==> config.mk <==
export PLATFORM = sky130hd
export DESIGN_NAME = kbd_matrix_scan
export DESIGN_NICKNAME = d
export VERILOG_FILES = /design/src/rtl/kbd_pkg.sv /design/src/rtl/kbd_key_deb.sv /design/src/rtl/kbd_matrix_scan.sv
export SDC_FILE = /design/constraint.sdc
export NUM_CORES = 1
export LEC_CHECK = 0
export CORE_ASPECT_RATIO = 1.5
export CORE_UTILIZATION = 45
export CTS_CLUSTER_DIAMETER = 50
export CTS_CLUSTER_SIZE = 10
export DETAILED_ROUTE_END_ITERATION = 10
export MAX_ROUTING_LAYER = met4
export PLACE_DENSITY_LB_ADDON = 0.12
export REMOVE_ABC_BUFFERS = 1
export SYNTH_ARGS = -nofsm -noshare
export SYNTH_HDL_FRONTEND = slang
export SYNTH_SLANG_ARGS = --single-unit
==> constraint.sdc <==
create_clock -name clk -period 4.5 [get_ports clk]
set_clock_uncertainty 0.05 [all_clocks]
set_input_delay 0.45 -clock clk [delete_from_list [all_inputs] [get_ports clk]]
set_output_delay 0.45 -clock clk [all_outputs]
set_load 0.02 [all_outputs]
==> src/rtl/kbd_pkg.sv <==
// Shared constants for the keypad matrix scanner: row meanings and scan FSM states.
package kbd_pkg;

    localparam int ROW_DEC_BIG   = 0;
    localparam int ROW_DEC_SMALL = 1;
    localparam int ROW_INC_SMALL = 2;
    localparam int ROW_INC_BIG   = 3;
    localparam int N_ROWS        = 4;

    typedef enum logic [0:0] {
        ST_BLANK = 1'b0,
        ST_DWELL = 1'b1
    } scan_state_e;

endpackage

==> src/rtl/kbd_key_deb.sv <==
// One key: debounce on per-frame samples, plus hold-to-repeat step generation.
// step_o is combinational and valid only in the sample cycle; accepted state is registered.
module kbd_key_deb
    import kbd_pkg::*;
#(
    parameter int DEB_N     = 2,
    parameter int REP_DELAY = 20,
    parameter int REP_RATE  = 4
) (
    input  logic clk,
    input  logic rst_n,
    input  logic sample_en_i,
    input  logic sample_i,
    input  logic clr_hold_i,
    output logic key_o,
    output logic step_o
);

    localparam int DW = $clog2(DEB_N + 1);
    localparam int HW = $clog2(REP_DELAY + 1);

    logic          acc_q,  acc_d;
    logic [DW-1:0] dcnt_q, dcnt_d;
    logic [HW-1:0] hold_q, hold_d;

    always_comb begin
        acc_d  = acc_q;
        dcnt_d = dcnt_q;
        hold_d = hold_q;
        step_o = 1'b0;
        if (sample_en_i) begin
            if (sample_i != acc_q) begin
                if (dcnt_q == DW'(DEB_N - 1)) begin
                    acc_d  = sample_i;
                    dcnt_d = '0;
                end else begin
                    dcnt_d = dcnt_q + DW'(1);
                end
            end else begin
                dcnt_d = '0;
            end

            // After the first repeat the counter rewinds by REP_RATE so the
            // same compare produces every later repeat.
            if (acc_d && !acc_q) begin
                step_o = 1'b1;
                hold_d = '0;
            end else if (acc_d) begin
                if (hold_q == HW'(REP_DELAY - 1)) begin
                    step_o = 1'b1;
                    hold_d = HW'(REP_DELAY - REP_RATE);
                end else begin
                    hold_d = hold_q + HW'(1);
                end
            end else begin
                hold_d = '0;
            end
        end
        if (clr_hold_i) begin
            hold_d = '0;
        end
    end

    always_ff @(posedge clk or negedge rst_n) begin
        if (!rst_n) begin
            acc_q  <= 1'b0;
            dcnt_q <= '0;
            hold_q <= '0;
        end else begin
            acc_q  <= acc_d;
            dcnt_q <= dcnt_d;
            hold_q <= hold_d;
        end
    end

    assign key_o = acc_q;

endmodule

==> src/rtl/kbd_matrix_scan.sv <==
// Scans N_COLS keypad columns (blank gap between columns) and steps one channel value per column.
// data/frame_done update the cycle after the last column is sampled; no backpressure, host load wins.
module kbd_matrix_scan
    import kbd_pkg::*;
#(
    parameter int N_COLS     = 3,
    parameter int VAL_W      = 8,
    parameter int DWELL_CYC  = 416_666,
    parameter int BLANK_CYC  = 250,
    parameter int STEP_SMALL = 1,
    parameter int STEP_BIG   = 4,
    parameter int DEB_N      = 2,
    parameter int REP_DELAY  = 20,
    parameter int REP_RATE   = 4,
    parameter int SATURATE   = 1,
    localparam int CH_W      = (N_COLS > 1) ? $clog2(N_COLS) : 1
) (
    input  logic                      clk,
    input  logic                      rst_n,
    input  logic [N_ROWS-1:0]         col_data,
    output logic [N_COLS-1:0]         col_power,
    input  logic                      ld_en,
    input  logic [CH_W-1:0]           ld_ch,
    input  logic [VAL_W-1:0]          ld_val,
    output logic [N_COLS*VAL_W-1:0]   data,
    output logic [N_COLS*N_ROWS-1:0]  keys,
    output logic                      frame_done
);

    localparam int CNT_MAX = (DWELL_CYC > BLANK_CYC) ? DWELL_CYC : BLANK_CYC;
    localparam int CNT_W   = $clog2(CNT_MAX + 1);
    localparam int XW      = VAL_W + 1;

    logic [N_ROWS-1:0]       sync1_q, sync2_q;
    scan_state_e             state_q, state_d;
    logic [CNT_W-1:0]        cnt_q, cnt_d;
    logic [CH_W-1:0]         col_q, col_d;
    logic [VAL_W-1:0]        wval_q [N_COLS];
    logic [VAL_W-1:0]        wval_d [N_COLS];
    logic [N_COLS*VAL_W-1:0] data_q, data_d;
    logic                    frame_done_q;
    logic                    sample_w, publish_w;
    logic [N_COLS-1:0][N_ROWS-1:0] step_w;

    // Highest row index wins when several rows step in the same sample.
    function automatic logic [VAL_W-1:0] apply_step(input logic [VAL_W-1:0] v,
                                                    input logic [N_ROWS-1:0] stp);
        logic [XW-1:0] ext;
        logic [XW-1:0] res;
        ext = {1'b0, v};
        res = ext;
        if (stp[ROW_INC_BIG] || stp[ROW_INC_SMALL]) begin
            res = ext + (stp[ROW_INC_BIG] ? XW'(STEP_BIG) : XW'(STEP_SMALL));
            if (SATURATE != 0 && res[VAL_W]) begin
                res = {1'b0, {VAL_W{1'b1}}};
            end
        end else if (stp[ROW_DEC_SMALL] || stp[ROW_DEC_BIG]) begin
            res = ext - (stp[ROW_DEC_SMALL] ? XW'(STEP_SMALL) : XW'(STEP_BIG));
            if (SATURATE != 0 && res[VAL_W]) begin
                res = '0;
            end
        end
        return res[VAL_W-1:0];
    endfunction

    assign sample_w  = (state_q == ST_DWELL) && (cnt_q == CNT_W'(1));
    assign publish_w = sample_w && (col_q == CH_W'(N_COLS - 1));

    always_comb begin
        state_d = state_q;
        cnt_d   = cnt_q;
        col_d   = col_q;
        case (state_q)
            ST_BLANK: begin
                if (cnt_q == CNT_W'(1)) begin
                    state_d = ST_DWELL;
                    cnt_d   = CNT_W'(DWELL_CYC);
                end else begin
                    cnt_d = cnt_q - CNT_W'(1);
                end
            end
            ST_DWELL: begin
                if (cnt_q == CNT_W'(1)) begin
                    state_d = ST_BLANK;
                    cnt_d   = CNT_W'(BLANK_CYC);
                    col_d   = (col_q == CH_W'(N_COLS - 1)) ? '0 : col_q + CH_W'(1);
                end else begin
                    cnt_d = cnt_q - CNT_W'(1);
                end
            end
            default: begin
                state_d = ST_BLANK;
                cnt_d   = CNT_W'(BLANK_CYC);
            end
        endcase
    end

    always_comb begin
        for (int c = 0; c < N_COLS; c++) begin
            col_power[c] = (state_q == ST_DWELL) && (col_q == CH_W'(c));
        end
    end

    for (genvar c = 0; c < N_COLS; c++) begin : g_col
        for (genvar r = 0; r < N_ROWS; r++) begin : g_row
            kbd_key_deb #(
                .DEB_N    (DEB_N),
                .REP_DELAY(REP_DELAY),
                .REP_RATE (REP_RATE)
            ) u_deb (
                .clk        (clk),
                .rst_n      (rst_n),
                .sample_en_i(sample_w && (col_q == CH_W'(c))),
                .sample_i   (sync2_q[r]),
                .clr_hold_i (ld_en && (ld_ch == CH_W'(c))),
                .key_o      (keys[c*N_ROWS + r]),
                .step_o     (step_w[c][r])
            );
        end
    end

    // step_w is all-zero outside a column's sample cycle, so no extra gating is needed.
    always_comb begin
        for (int c = 0; c < N_COLS; c++) begin
            wval_d[c] = apply_step(wval_q[c], step_w[c]);
            if (ld_en && (ld_ch == CH_W'(c))) begin
                wval_d[c] = ld_val;
            end
        end
    end

    always_comb begin
        data_d = data_q;
        if (publish_w) begin
            for (int c = 0; c < N_COLS; c++) begin
                data_d[c*VAL_W +: VAL_W] = wval_d[c];
            end
        end
    end

    always_ff @(posedge clk or negedge rst_n) begin
        if (!rst_n) begin
            sync1_q      <= '0;
            sync2_q      <= '0;
            state_q      <= ST_BLANK;
            cnt_q        <= CNT_W'(BLANK_CYC);
            col_q        <= '0;
            data_q       <= '0;
            frame_done_q <= 1'b0;
            for (int c = 0; c < N_COLS; c++) begin
                wval_q[c] <= '0;
            end
        end else begin
            sync1_q      <= col_data;
            sync2_q      <= sync1_q;
            state_q      <= state_d;
            cnt_q        <= cnt_d;
            col_q        <= col_d;
            data_q       <= data_d;
            frame_done_q <= publish_w;
            for (int c = 0; c < N_COLS; c++) begin
                wval_q[c] <= wval_d[c];
            end
        end
    end

    assign data       = data_q;
    assign frame_done = frame_done_q;

endmodule

Word-level counts from Yosys, hierarchy flattened
Cells that the tools add are included.
Cells by class
  reduce and logical (&&, ||, !) cells: 46
  bitwise logic cells: 1
  equal/unequal tests: 41
  $add $sub $neg: 32
  muxes and demuxes: 196
Operators by type and width (number)
  5-bit 2-to-1 mux: 60
  8-bit 2-to-1 mux: 15
  1-bit 2-to-1 mux: 86
  5-bit by 1-bit adder with 5-bit output (second input constant): 12
  5-bit == test (second input constant): 12
  2-bit 2-to-1 mux: 25
  19-bit 2-to-1 mux: 2
  19-bit one-hot mux with 2 select lines: 1
  2-bit by 1-bit == test with 1-bit output (second input constant): 14
  8-bit by 3-bit adder with 9-bit output: 3
  8-bit by 3-bit subtractor with 9-bit output: 3
  2-bit by 1-bit adder with 2-bit output (second input constant): 13
  1-bit logical AND: 22
  19-bit by 1-bit == test with 1-bit output (second input constant): 1
  19-bit by 1-bit subtractor with 19-bit output (second input constant): 1
  3-bit 2-to-1 mux: 6
  1-bit zero test: 12
  1-bit inequality test: 12
  1-bit logical OR: 6
  2-bit nonzero test: 3
  2-bit == test (second input constant): 2
  2-bit zero test: 2
  1-bit one-hot mux with 2 select lines: 1
  2-bit AND reduction: 1
  1-bit inverter: 1
Storage, ports and cells
  input bits: 17
  output and inout port bits: 40
  flip-flop bits (word level): 175

Depth between registers and ports, before layout
  word-level depth: 13
  depth in mapped cells: 22
  depth with buffers taken out: 20

Modules after synthesis
From an unflattened synthesis, not the netlist that was laid out.
Unflattened totals
  cell total of the unflattened synthesis: 1131
  area, all modules: 10870.4 um2
Modules (own cells, without submodules)
  kbd_key_deb: area each 509.2 um2, instances 12, seq. area each 200.2 um2, cells an instance 52
  kbd_matrix_scan: area each 4759.6 um2, instances 1, seq. area each 1984.4 um2, cells an instance 507

Worst setup path after synthesis
No wires, ideal clock.
  path kind: register -> register
  start point: register cnt_q[3]
  end point: register data_q[13] (netlist: data[13])
  data arrival time: 4065 ps
  slack: 252 ps
  setup time: 132 ps
  stages on the path, launching flop included: 21
  required time: 4318 ps
  cell sequence: dfstp_2 > or3_4 > nor3_4 > nand3_1 > or2_1 > buf_6 > clkinv_4 > ha_1 > nand2_1 > clkbuf_1 > clkbuf_1 > clkbuf_1 > nor3_1 > ha_1 > ha_1 > nor2b_1 > nor4_1 > a21oi_1 > o21a_1 > a211oi_1 > o21ai_0
On the way
  word-level cells in the longest chain between the ends: 10
  elaborated cells between the ends (all ways): 19
  classes of those cells: add/sub (2); eq/ne (1); mux (11); reduce/logical (5)
RTL lines
  from (decl): line kbd_matrix_scan.sv:36  | logic [CNT_W-1:0] cnt_q, cnt_d;
  from (signal assigned): line kbd_matrix_scan.sv:146  | cnt_q <= CNT_W'(BLANK_CYC);
  from (signal assigned): line kbd_matrix_scan.sv:157  | cnt_q <= cnt_d;
  19-bit by 1-bit == test with 1-bit output (*): line kbd_matrix_scan.sv:66  | assign sample_w = (state_q == ST_DWELL) && (cnt_q == CNT_W'(1));
  1-bit logical AND (*): line kbd_matrix_scan.sv:66
  1-bit logical AND: line kbd_matrix_scan.sv:113  | .sample_en_i(sample_w && (col_q == CH_W'(c))),
  1-bit 2-to-1 mux: line kbd_key_deb.sv:31  | if (sample_en_i) begin
  3-bit 2-to-1 mux: line kbd_matrix_scan.sv:58  | res = ext - (stp[ROW_DEC_SMALL] ? XW'(STEP_SMALL) : XW'(STEP_BIG));
  8-bit by 3-bit subtractor with 9-bit output: line kbd_matrix_scan.sv:58
  8-bit 2-to-1 mux: line kbd_matrix_scan.sv:59  | if (SATURATE != 0 && res[VAL_W]) begin
  8-bit 2-to-1 mux: line kbd_matrix_scan.sv:57  | end else if (stp[ROW_DEC_SMALL] || stp[ROW_DEC_BIG]) begin
  8-bit 2-to-1 mux: line kbd_matrix_scan.sv:52  | if (stp[ROW_INC_BIG] || stp[ROW_INC_SMALL]) begin
  8-bit 2-to-1 mux: line kbd_matrix_scan.sv:126  | if (ld_en && (ld_ch == CH_W'(c))) begin
  to (signal assigned): line kbd_matrix_scan.sv:159  | data_q <= data_d;
  to (decl): line kbd_matrix_scan.sv:40  | logic [N_COLS*VAL_W-1:0] data_q, data_d;
Every way passes the cells marked *; elsewhere a longest branch is shown, timed or not.
A chain may end at the register's enable or synchronous reset.

Worst setup path in the final report
  start point: register cnt_q[3]
  end point: register data_q[15] (netlist: data[15])
The elaborated chain is that of the path after synthesis.

==> results.ini <==
[power_and_ir_drop]
power.internal_w = 0.00252
pwr-share-comb_pct = 9.2
totalPowerFinal_w = 0.00342
power_frac_seq_pct = 49.5
power.leakage_nw = 4.73
ir_drop_uv = 280
p_sw_share_pct = 26.5
clkPwrFrac_pct = 41.3
power.density_mw_per_mm2 = 305
switchingPower_w = 0.000906

[logic_synthesis]
synth.distinct_cells = 79
synth_commonest_cells = dfrtp_1, nand2_1, o21ai_0
yosysWarningCount = 0
yosysMostFrequentCell = dfrtp_1
postSynth.asyncResetShare_pct = 100
syn_area_per_cell_um2 = 9.09
synthTopCellsByArea = dfrtp_1, o21ai_0, nand2_1, ha_1, nor2_1
ys_ff_latch = 175
synth_top_cell_by_area = dfrtp_1
netlist_instances = 1093
synth_edf_count = 0
synth_flop_cell = dfrtp_1
synth_area_mm2 = 0.00994
synth.top_cell.area_share_pct = 42.6
ys_seq_area_share_pct = 44.1

[global_routing]
grt_max_degree = 92
grt_pass1_wl_um = 39900
track_usage_pct = 23.4
grt_pass1_vias = 7891
antenna_found_initial = 0
grt_overflow = 0

[clock_network]
cts.sinks = 175
clockBufferDepth = 2
cts_tree = done
path_clk_slew_ps = 70
cts_inserted_buffers = 17
cts_hold_buf = 0
clockRootBuffer = clkbuf_16
htreeDepth = 4
clk_latency_ps = 440

[routing]
drt-initial-drc-count = 407
route.met3.wl_um = 633
route.met2.wl_um = 12100
via_per_inst = 5.67
wire_per_inst_um = 17.0
antenna_left = 0
wirelength_um = 23900
drcViolationCount = 0
vias = 7984
drtPass1Iterations = 5
met1Wirelength_um = 10600
top_layer = met4

[sta]
hold_violations = 0
tightest_slew_ps = 847
finalCritPeriodShare_pct = 91.6
fmax_mhz = 243
slew_headroom_pct = 43.5
setup_viol = 0
tns_ps = 0
rsz0062_at_grt = no
drv_slew = 0
min_period_ps = 4120
setup_ws_ps = 376

[setup_path]
worst-setup-path-type = flop to flop
cp.required_ps = 4770
max_stage_delay_ps = 410
path_max_fanout = 10
critical_path.cell_chain = or3_4 > nor3_4 > nand3_1 > or2_1 > clkinv_4 > ha_1 > nand2_1 > buf_4 > nor3_1 > ha_1 > a21oi_1 > nor2b_1 > nand4b_1 > o21ai_0 > a31oi_1 > a221o_1
cp_data_arrival_time_ps = 4390
endpoint_kind = flop
critical_path.most_common_cell = ha_1
r2r_slack_ps = 380
start_kind = flop
slowest_stage = or3_4

[placement]
dp_cells = 1377
pre_cts_ws_ps = 255
placed_area_mm2 = 0.0107
gp_congestion = 0.869
dpl.hpwl_um = 17300
io_buffers = 56

[floorplanning]
initial_core_util_pct = 45.9
rows = 66
num_io_pins = 57
die_y_um = 184
die_x_um = 123
die-area_mm2 = 0.0227
coreArea_mm2 = 0.0216

[final_layout]
antennaDiodeCount = 0
final_area_mm2 = 0.0112
final_cells = 1408
area_growth_pct = 13.0
final_layout_size_suffix_gt1_share_pct = 8.71
nNetsFinal = 1174
fillCellCount = 2062

[hold_path]
hp-class = input pin to asynchronous set/reset pin

[run]
drv_cap = 0

[run_status]
status = completed

cell type report:
type | count | area (µm²) | share of cell area [%]
Multi-Input combinational cell | 825 | 5130 | 45.7
Timing Repair Buffer | 75 | 704 | 6.27
Sequential cell | 175 | 4390 | 39.1
Tap cell | 272 | 340 | 3.03
Clock buffer | 18 | 439 | 3.91
Clock inverter | 13 | 116 | 1.04
Inverter | 30 | 118 | 1.05
cells by family after synthesis:
kind of cell / Yosys count / share of synthesized area (%)
fa+ha+maj: 33 / 4.15
mux: 36 / 3.89
buf+inv: 93 / 4.37
compound gates: 280 / 17.5
simple gates: 432 / 22.0
xor+xnor: 44 / 3.88
flops: 175 / 44.1
layout by cell type (no fill, tap or decap), types with 18 or more instances in the layout:
master,instances
dfrtp_1,169
nand2_1,126
o21ai_0,108
nor2_1,103
a21oi_1,55
clkdlybuf4s50_1,55
nand3_1,41
ha_1,33
nand2b_1,29
inv_1,28
nor3_1,28
xnor2_1,26
nor2b_1,20
mux2_2,19
buf_4,19
a31oi_1,18
xor2_1,18
through the flow:
stage	util (%)	hold slack [ps]
6_report	51.9	29.3
5_1_grt	51.9	114
4_1_cts	51.9	72.4
3_5_place_dp	49.3	289
3_3_place_gp	49.3	281
2_1_floorplan	-	104
per-layer routing:
metal  vias to the layer above  global-route usage, %
met5                         -                      -
met4                         0                   8.82
met3                        41                   3.47
met2                       122                   38.8
met1                      3880                   28.6
li1                       3941                      -
registers in the layout (all words and copies together), names as in the netlist:
signal and count:
g_col.g_row.u_deb.hold_q 60, data 24, g_col.g_row.u_deb.dcnt_q 24, wval_q 24, cnt_q 19, g_col.g_row.u_deb.key_o 12, sync1_q 4, sync2_q 4
col_q 2, frame_done 1, state_q 1
power groups by stage:
stage	combinational, W	clock, W	sequential (W)
5_1_grt	0.000358	0.00152	0.00170
3_3_place_gp	0.000315	0	0.00172
3_5_place_dp	0.000319	0	0.00172
4_1_cts	0.000320	0.00146	0.00169
2_1_floorplan	0.000192	0	0.00170
6_report	0.000315	0.00141	0.00169
worst paths after layout:
kind	startpoint	endpoint	cells after the start
min	rst_n	data[18]$_DFFE_PN0P_	1
max reg2reg	cnt_q[3]$_DFF_PN1_	data[15]$_DFFE_PN0P_	16
max in group asynchronous	rst_n	cnt_q[6]$_DFF_PN1_	2
max	cnt_q[3]$_DFF_PN1_	data[15]$_DFFE_PN0P_	16
min reg2reg	sync1_q[2]$_DFF_PN0_	sync2_q[2]$_DFF_PN0_	0
min in group clk	sync1_q[2]$_DFF_PN0_	sync2_q[2]$_DFF_PN0_	0
timing repair:
action / CTS / global route
setup buffers: 0 / 0
endpoints found under the hold margin: 0 / 0
endpoints found under the setup margin: 0 / 7
gates resized for setup: 0 / 1
worst max-delay path, delay by kind of cell (launching register included):
kind,cells,cell delay [ps]
compound gates,4,900
flops,1,380
fa+ha+maj,2,660
buf+inv,2,300
simple gates,8,1730
(Power assumes the default switching activity.)
